==> src/rtl/membrane_rmw_ctrl.sv <==
`default_nettype none
// ============================================================================
//  Module   : membrane_rmw_ctrl
//  Brief    : Read-modify-write controller for a neuron membrane-potential
//             memory.
//             Each spike event adds a signed weight to one neuron's potential.
//             The sum saturates to the data range. If the sum reaches THRESH,
//             the neuron fires and its potential is reset to 0.
//             A bulk clear zeroes the whole memory through port B.
//             Define RMW_FWD_EN to forward the last write into the next
//             read-modify-write. Without it, back-to-back hits on the same
//             address stall for one cycle.
//  Revision : 1.0 - initial release
// ============================================================================
module membrane_rmw_ctrl #(
    parameter int DATA_WIDTH = 16,
    parameter int ADDR_WIDTH = 10,
    parameter int THRESH     = 256
) (
    input  logic                  clock,
    input  logic                  reset,
    input  logic                  in_valid,
    output logic                  in_ready,
    input  logic [ADDR_WIDTH-1:0] in_addr,
    input  logic [DATA_WIDTH-1:0] in_weight,
    input  logic                  clear_start,
    output logic                  busy,
    output logic                  spike_valid,
    output logic [ADDR_WIDTH-1:0] spike_addr,
    output logic                  ram_ena,
    output logic [ADDR_WIDTH-1:0] ram_addra,
    input  logic [DATA_WIDTH-1:0] ram_doa,
    output logic                  ram_enb,
    output logic                  ram_web,
    output logic [ADDR_WIDTH-1:0] ram_addrb,
    output logic [DATA_WIDTH-1:0] ram_dib
);

    localparam logic [1:0] c_st_run   = 2'd0;
    localparam logic [1:0] c_st_drain = 2'd1;
    localparam logic [1:0] c_st_clear = 2'd2;

    localparam logic [ADDR_WIDTH-1:0]        c_addr_last = '1;
    localparam logic signed [DATA_WIDTH-1:0] c_thresh    = THRESH[DATA_WIDTH-1:0];
    localparam logic [DATA_WIDTH-1:0]        c_sat_max   = {1'b0, {(DATA_WIDTH-1){1'b1}}};
    localparam logic [DATA_WIDTH-1:0]        c_sat_min   = {1'b1, {(DATA_WIDTH-1){1'b0}}};

    logic [1:0]            r_state;
    logic [ADDR_WIDTH-1:0] r_cnt;

    logic                  r_s1_valid;
    logic [ADDR_WIDTH-1:0] r_s1_addr;
    logic [DATA_WIDTH-1:0] r_s1_weight;

    logic                  r_lw_valid;
    logic [ADDR_WIDTH-1:0] r_lw_addr;
    logic [DATA_WIDTH-1:0] r_lw_data;

    logic                  w_stall;
    logic                  w_accept;
    logic [DATA_WIDTH-1:0] w_pot;
    logic [DATA_WIDTH:0]   w_sum;
    logic [DATA_WIDTH-1:0] w_sat;
    logic                  w_fire;
    logic                  w_rmw_wr;
    logic                  w_clr_wr;

`ifdef RMW_FWD_EN
    // Forwarding covers the read-after-write hazard, so requests never stall
    assign w_stall = 1'b0;
    // The RAM read was launched before the previous write landed; patch it
    assign w_pot   = (r_lw_valid && (r_lw_addr == r_s1_addr)) ? r_lw_data : ram_doa;
`else
    // A hit on the in-flight address would read stale data; hold it one cycle
    assign w_stall = r_s1_valid && (in_addr == r_s1_addr);
    assign w_pot   = ram_doa;
    // The last-write register is only consumed by the forwarding path
    logic w_lw_unused;
    assign w_lw_unused = ^{r_lw_valid, r_lw_addr, r_lw_data};
`endif

    assign in_ready  = (r_state == c_st_run) && !w_stall;
    assign w_accept  = in_valid && in_ready && !reset;
    assign ram_ena   = w_accept;
    assign ram_addra = in_addr;
    assign busy      = (r_state != c_st_run);

    // Sign-extended add, one guard bit to detect overflow
    assign w_sum = {w_pot[DATA_WIDTH-1], w_pot} + {r_s1_weight[DATA_WIDTH-1], r_s1_weight};

    // Clamp the sum to the signed data range when the guard bit disagrees
    always_comb begin
        w_sat = w_sum[DATA_WIDTH-1:0];
        if (w_sum[DATA_WIDTH] != w_sum[DATA_WIDTH-1]) begin
            w_sat = w_sum[DATA_WIDTH] ? c_sat_min : c_sat_max;
        end
    end

    assign w_fire   = ($signed(w_sat) >= c_thresh);
    // Writes are gated by reset so an aborted operation leaves memory untouched
    assign w_rmw_wr = r_s1_valid && !reset;
    assign w_clr_wr = (r_state == c_st_clear) && !reset;

    // Fire pulses only come out of normal operation, never during drain/clear
    assign spike_valid = w_rmw_wr && w_fire && (r_state == c_st_run);
    assign spike_addr  = r_s1_addr;

    // Port B write mux: the clear sweep, or the result of the read-modify-write
    always_comb begin
        ram_enb   = 1'b0;
        ram_web   = 1'b0;
        ram_addrb = '0;
        ram_dib   = '0;
        if (w_clr_wr) begin
            ram_enb   = 1'b1;
            ram_web   = 1'b1;
            ram_addrb = r_cnt;
            ram_dib   = '0;
        end else if (w_rmw_wr) begin
            ram_enb   = 1'b1;
            ram_web   = 1'b1;
            ram_addrb = r_s1_addr;
            ram_dib   = w_fire ? '0 : w_sat;
        end
    end

    // Control FSM: RUN -> DRAIN (one cycle for the in-flight write) -> CLEAR sweep
    always_ff @(posedge clock) begin
        if (reset) begin
            r_state <= c_st_run;
            r_cnt   <= '0;
        end else begin
            case (r_state)
                c_st_run: begin
                    if (clear_start) begin
                        r_state <= c_st_drain;
                    end
                end
                c_st_drain: begin
                    r_state <= c_st_clear;
                end
                c_st_clear: begin
                    r_cnt <= r_cnt + 1'b1;
                    if (r_cnt == c_addr_last) begin
                        r_state <= c_st_run;
                    end
                end
                default: begin
                    r_state <= c_st_run;
                end
            endcase
        end
    end

    // Stage 1 holds the accepted request while port A returns its data
    always_ff @(posedge clock) begin
        if (reset) begin
            r_s1_valid  <= 1'b0;
            r_s1_addr   <= '0;
            r_s1_weight <= '0;
        end else begin
            r_s1_valid <= w_accept;
            if (w_accept) begin
                r_s1_addr   <= in_addr;
                r_s1_weight <= in_weight;
            end
        end
    end

    // Last-write register mirrors every port B write of the previous cycle
    always_ff @(posedge clock) begin
        if (reset) begin
            r_lw_valid <= 1'b0;
            r_lw_addr  <= '0;
            r_lw_data  <= '0;
        end else begin
            r_lw_valid <= ram_enb && ram_web;
            r_lw_addr  <= ram_addrb;
            r_lw_data  <= ram_dib;
        end
    end

endmodule
`default_nettype wire

==> config.mk <==
export PLATFORM = sky130hd
export DESIGN_NAME = membrane_rmw_ctrl
export DESIGN_NICKNAME = d
export VERILOG_FILES = /design/src/rtl/membrane_rmw_ctrl.sv
export SDC_FILE = /design/constraint.sdc
export NUM_CORES = 1
export LEC_CHECK = 0
export ABC_AREA = 0
export CAP_MARGIN = 30
export CORE_MARGIN = 2
export CORE_UTILIZATION = 36
export CTS_CLUSTER_SIZE = 20
export DETAILED_ROUTE_END_ITERATION = 7
export PLACE_DENSITY = 0.68
export SETUP_SLACK_MARGIN = 0.2
export SYNTH_ARGS = -nofsm -noshare
export SYNTH_HDL_FRONTEND = slang
export SYNTH_SLANG_ARGS = --single-unit
export TNS_END_PERCENT = 50
==> constraint.sdc <==
create_clock -name clock -period 5.1 [get_ports clock]
set_input_delay 0.51 -clock clock [delete_from_list [all_inputs] [get_ports clock]]
set_output_delay 0.51 -clock clock [all_outputs]
set_load 0.01 [all_outputs]
==> results by group <==
Hold path
  • HP Class: reg2reg

Place
  • Gpl congestion: a little under 0.9
  • Post-DP HPWL: 6.73 mm
  • Port bufs: 97

Logic synthesis
  • Net Count, Synth: 423
  • Synth Register Bits: 39
  • Synthesized instance count: 359
  • Ys flop type: dfxtp_1
  • FFs w/ async S/R, synth: 0%
  • Sequential element share of the synthesized area: 25.8%
  • Unique masters post-synth: 59
  • Mapped Area: 0.00303 mm^2
  • Mean area per synthesized cell: 8.44 um^2
  • Post-synth EDFFs: 0
  • YS warnings: 0

Detailed routing
  • First drt pass iteration count: 4
  • Initial drt markers: 90
  • Vias per cell: between 5 and 6
  • Final ANT Viol Nets: 0
  • Via count: 2927
  • DRC: 0
  • Avg WL per Cell: about 16 um
  • Routed Wire Length: ~8.5 mm

Clocking
  • CTS H-tree lvls: 2
  • Post-CTS Resized: 0
  • CTS tree: yes
  • TritonCTS Buffers: 5
  • Sink Count: 39
  • Skew-Pair Late Insertion Delay: 0.28 ns
  • Setup Fix Bufs, Post-CTS: 0
  • CTS max path bufs: 2
  • Clock-pin transition on the worst setup and hold timing paths: 0.07 ns
  • CTS Root Cell: clkbuf_8
  • CTS Hold Bufs: 0

Critical path
  • Buf/Inv on CP: 4
  • Crit path cell chain: clkdlybuf4s50_1 -> ha_1 -> inv_1 -> fa_1 -> nand2b_1 -> a21o_1 -> a31oi_4 -> o221ai_1 -> xor2_1 -> and4_1 -> a21oi_2 -> buf_4 -> nor3_1 -> clkdlybuf4s50_1
  • Startpoint Class: primary input
  • Critical path's top delay family: buffers and inverters
  • Critical Path AT: between 3 and 4 ns
  • Largest stage delay on the critical path: ~0.57 ns
  • WS Path Type: in2out
  • CP max stage cell: clkdlybuf4s50_1
  • CP Capture Type: primary output
  • Cell mode on critical path: clkdlybuf4s50_1
  • Worst path required time: ~4.6 ns
  • Crit-path max FO: 13

Finish
  • Nets: approximately 500
  • Antenna diodes: 0
  • Layout cells sized above 1: 7.94%
  • Area grow syn2layout: 35.5%

Die
  • Die area: ~0.0092 mm^2
  • Die Wd: roughly 96 um
  • Die height: 95.8 um
  • I/O pins: 98
  • Core Footprint: 0.00818 mm^2
  • Starting Density: 37.1%
  • Num rows: 33

GRT
  • Largest net degree at the start of global routing: 29
  • Grt ovf: 0
  • Initial antenna violation count: 0
  • First-pass GRT wire length: 13.8 mm
  • Vias in the first global route: between 2000 and 3000
  • Total track usage: 19.2%

STA
  • Slew headroom: about 53%
  • Unrepaired setup endpoints after global routing: no
  • Final setup skew: 0.00124 ns
  • FMAX: 223 MHz
  • Final hold violation count: 0
  • Fin crit share: 88.1%
  • Worst slew pin tran: 0.701 ns
  • Tmin final: 4.49 ns
  • Max Slew Vio Count: 0
  • Final setup vio count: 0
  • Setup TNS: 0 ns

Power
  • Pwr/cell area: between 200 and 250 mW/mm^2
  • Peak supply drop: 0.000144 V
  • Leak pwr: roughly 1.6 nW
  • Total power: 0.917 mW

Run status
  • Outcome: completed

Flow run
  • Max cap viols: 0
==> cells in the final DEF, fill, tap and decap left out, drive strengths merged, types with 2 or more instances in the layout <==
cell type / Yosys / final
nand3b: 2 / 2
a31oi: 5 / 5
clkdlybuf4s50: 0 / 97
a41oi: 2 / 2
and2: 2 / 2
and3: 2 / 2
nand3: 6 / 6
o211ai: 4 / 4
nor3b: 2 / 2
a21oi: 26 / 26
xor2: 13 / 13
a22o: 10 / 10
a211oi: 5 / 5
nor3: 16 / 16
a21o: 7 / 7
nand2b: 7 / 7
maj3: 3 / 3
clkbuf: 9 / 8
dfxtp: 39 / 39
ha: 17 / 17
nor2b: 2 / 2
o21a: 2 / 2
nand4: 6 / 6
nand2: 22 / 22
mux2i: 26 / 26
xnor2: 18 / 18
inv: 7 / 7
buf: 19 / 5
o21ai: 9 / 9
nor2: 50 / 50
or3: 3 / 3
a2111oi: 2 / 2
and4: 2 / 2
==> final cells by class <==
class | instances | area, um^2
Fill cell | 798 | 4070
Sequential cell | 39 | 781
Clock buffer | 8 | 100
Tap cell | 105 | 131
Timing Repair Buffer | 102 | 1010
Inverter | 7 | 26.3
Multi-Input combinational cell | 285 | 2060
==> worst paths after layout <==
kind	end	slack, ns	cells after the start	start
setup / recovery	ram_dib[2]	0.61	14	ram_doa[0]
hold / removal	r_s1_weight[4]	0.50	2	r_s1_weight[4]
hold reg to reg	r_s1_weight[4]	0.50	2	r_s1_weight[4]
setup reg to reg	r_s1_weight[2]	3.16	8	spike_addr[9]
==> cell families (layout without fill, tap and decap cells) <==
| logic type | Yosys count | count (layout) | share of synthesized area [%] |
|---|---|---|---|
| buffers and inverters | 35 | 117 | 6.32 |
| AO/OA/AOI/OAI | 83 | 83 | 20.7 |
| flip-flops | 39 | 39 | 25.8 |
| AND/OR/NAND/NOR | 124 | 124 | 20.8 |
| adder cells (fa/ha/maj) | 21 | 21 | 8.67 |
| multiplexers | 26 | 26 | 8.59 |
| XOR/XNOR | 31 | 31 | 9.21 |
==> cells in the mapped netlist (3+ instances only) <==
cell,count,share of area (%)
nor2_1,49,6.1
dfxtp_1,39,26
mux2i_1,26,8.6
a21oi_1,24,4.0
nand2_1,21,2.6
xnor2_1,18,5.2
ha_1,17,7.0
buf_4,12,3.0
xor2_1,12,3.5
a22o_1,10,2.9
clkbuf_1,9,1.1
nor3_2,9,3.0
a21o_1,7,1.7
inv_1,7,0.87
nand2b_1,7,1.4
nor3_1,7,1.2
buf_2,6,0.99
nand3_1,6,0.99
nand4_1,6,1.2
o21ai_0,5,0.83
a31oi_1,4,0.83
o21ai_1,4,0.66
a211oi_1,3,0.74
maj3_1,3,0.99
o211ai_1,3,0.74
or3_1,3,0.62
==> power by group <==
group	internal (mW)	switching, mW
Sequential	0.322	0.0166
Clock	0.123	0.105
Combinational	0.164	0.186
Total	0.609	0.308
==> through the flow <==
stage / instances / utilization [%] / setup WS [ns] / hold slack (ns) / area [um^2]
after floorplan: 359 / - / 1.85 / 0.466 / 3030
after global placement: 538 / 49.0 / 0.713 / 0.483 / 4010
after detailed placement: 538 / 49.0 / 0.613 / 0.492 / 4010
after CTS: 546 / 50.2 / 0.608 / 0.506 / 4110
after global routing: 546 / 50.2 / 0.376 / 0.546 / 4110
final: 546 / 50.2 / 0.609 / 0.502 / 4110
==> per-layer routing <==
| layer | up-vias | share of wire (%) | GRT usage (%) |
|---|---|---|---|
| met5 | - | 0 | 0 |
| met4 | 0 | 2.0 | 5.36 |
| met3 | 17 | 6.8 | 4.23 |
| met2 | 110 | 47 | 32.5 |
| met1 | 1359 | 44 | 24.7 |
| li1 | 1441 | - | - |
==> worst min-delay path: stages, from the launching register on <==
cell	delay, ns
dfxtp_1	0.33
mux2i_1	0.07
nor2_1	0.07
==> registers in the layout (all words and copies together) (netlist names) <==
signal / count
r_state: 2
spike_addr: 10
r_s1_weight: 16
r_cnt: 10
r_s1_valid: 1
(Power assumes the default switching activity.)
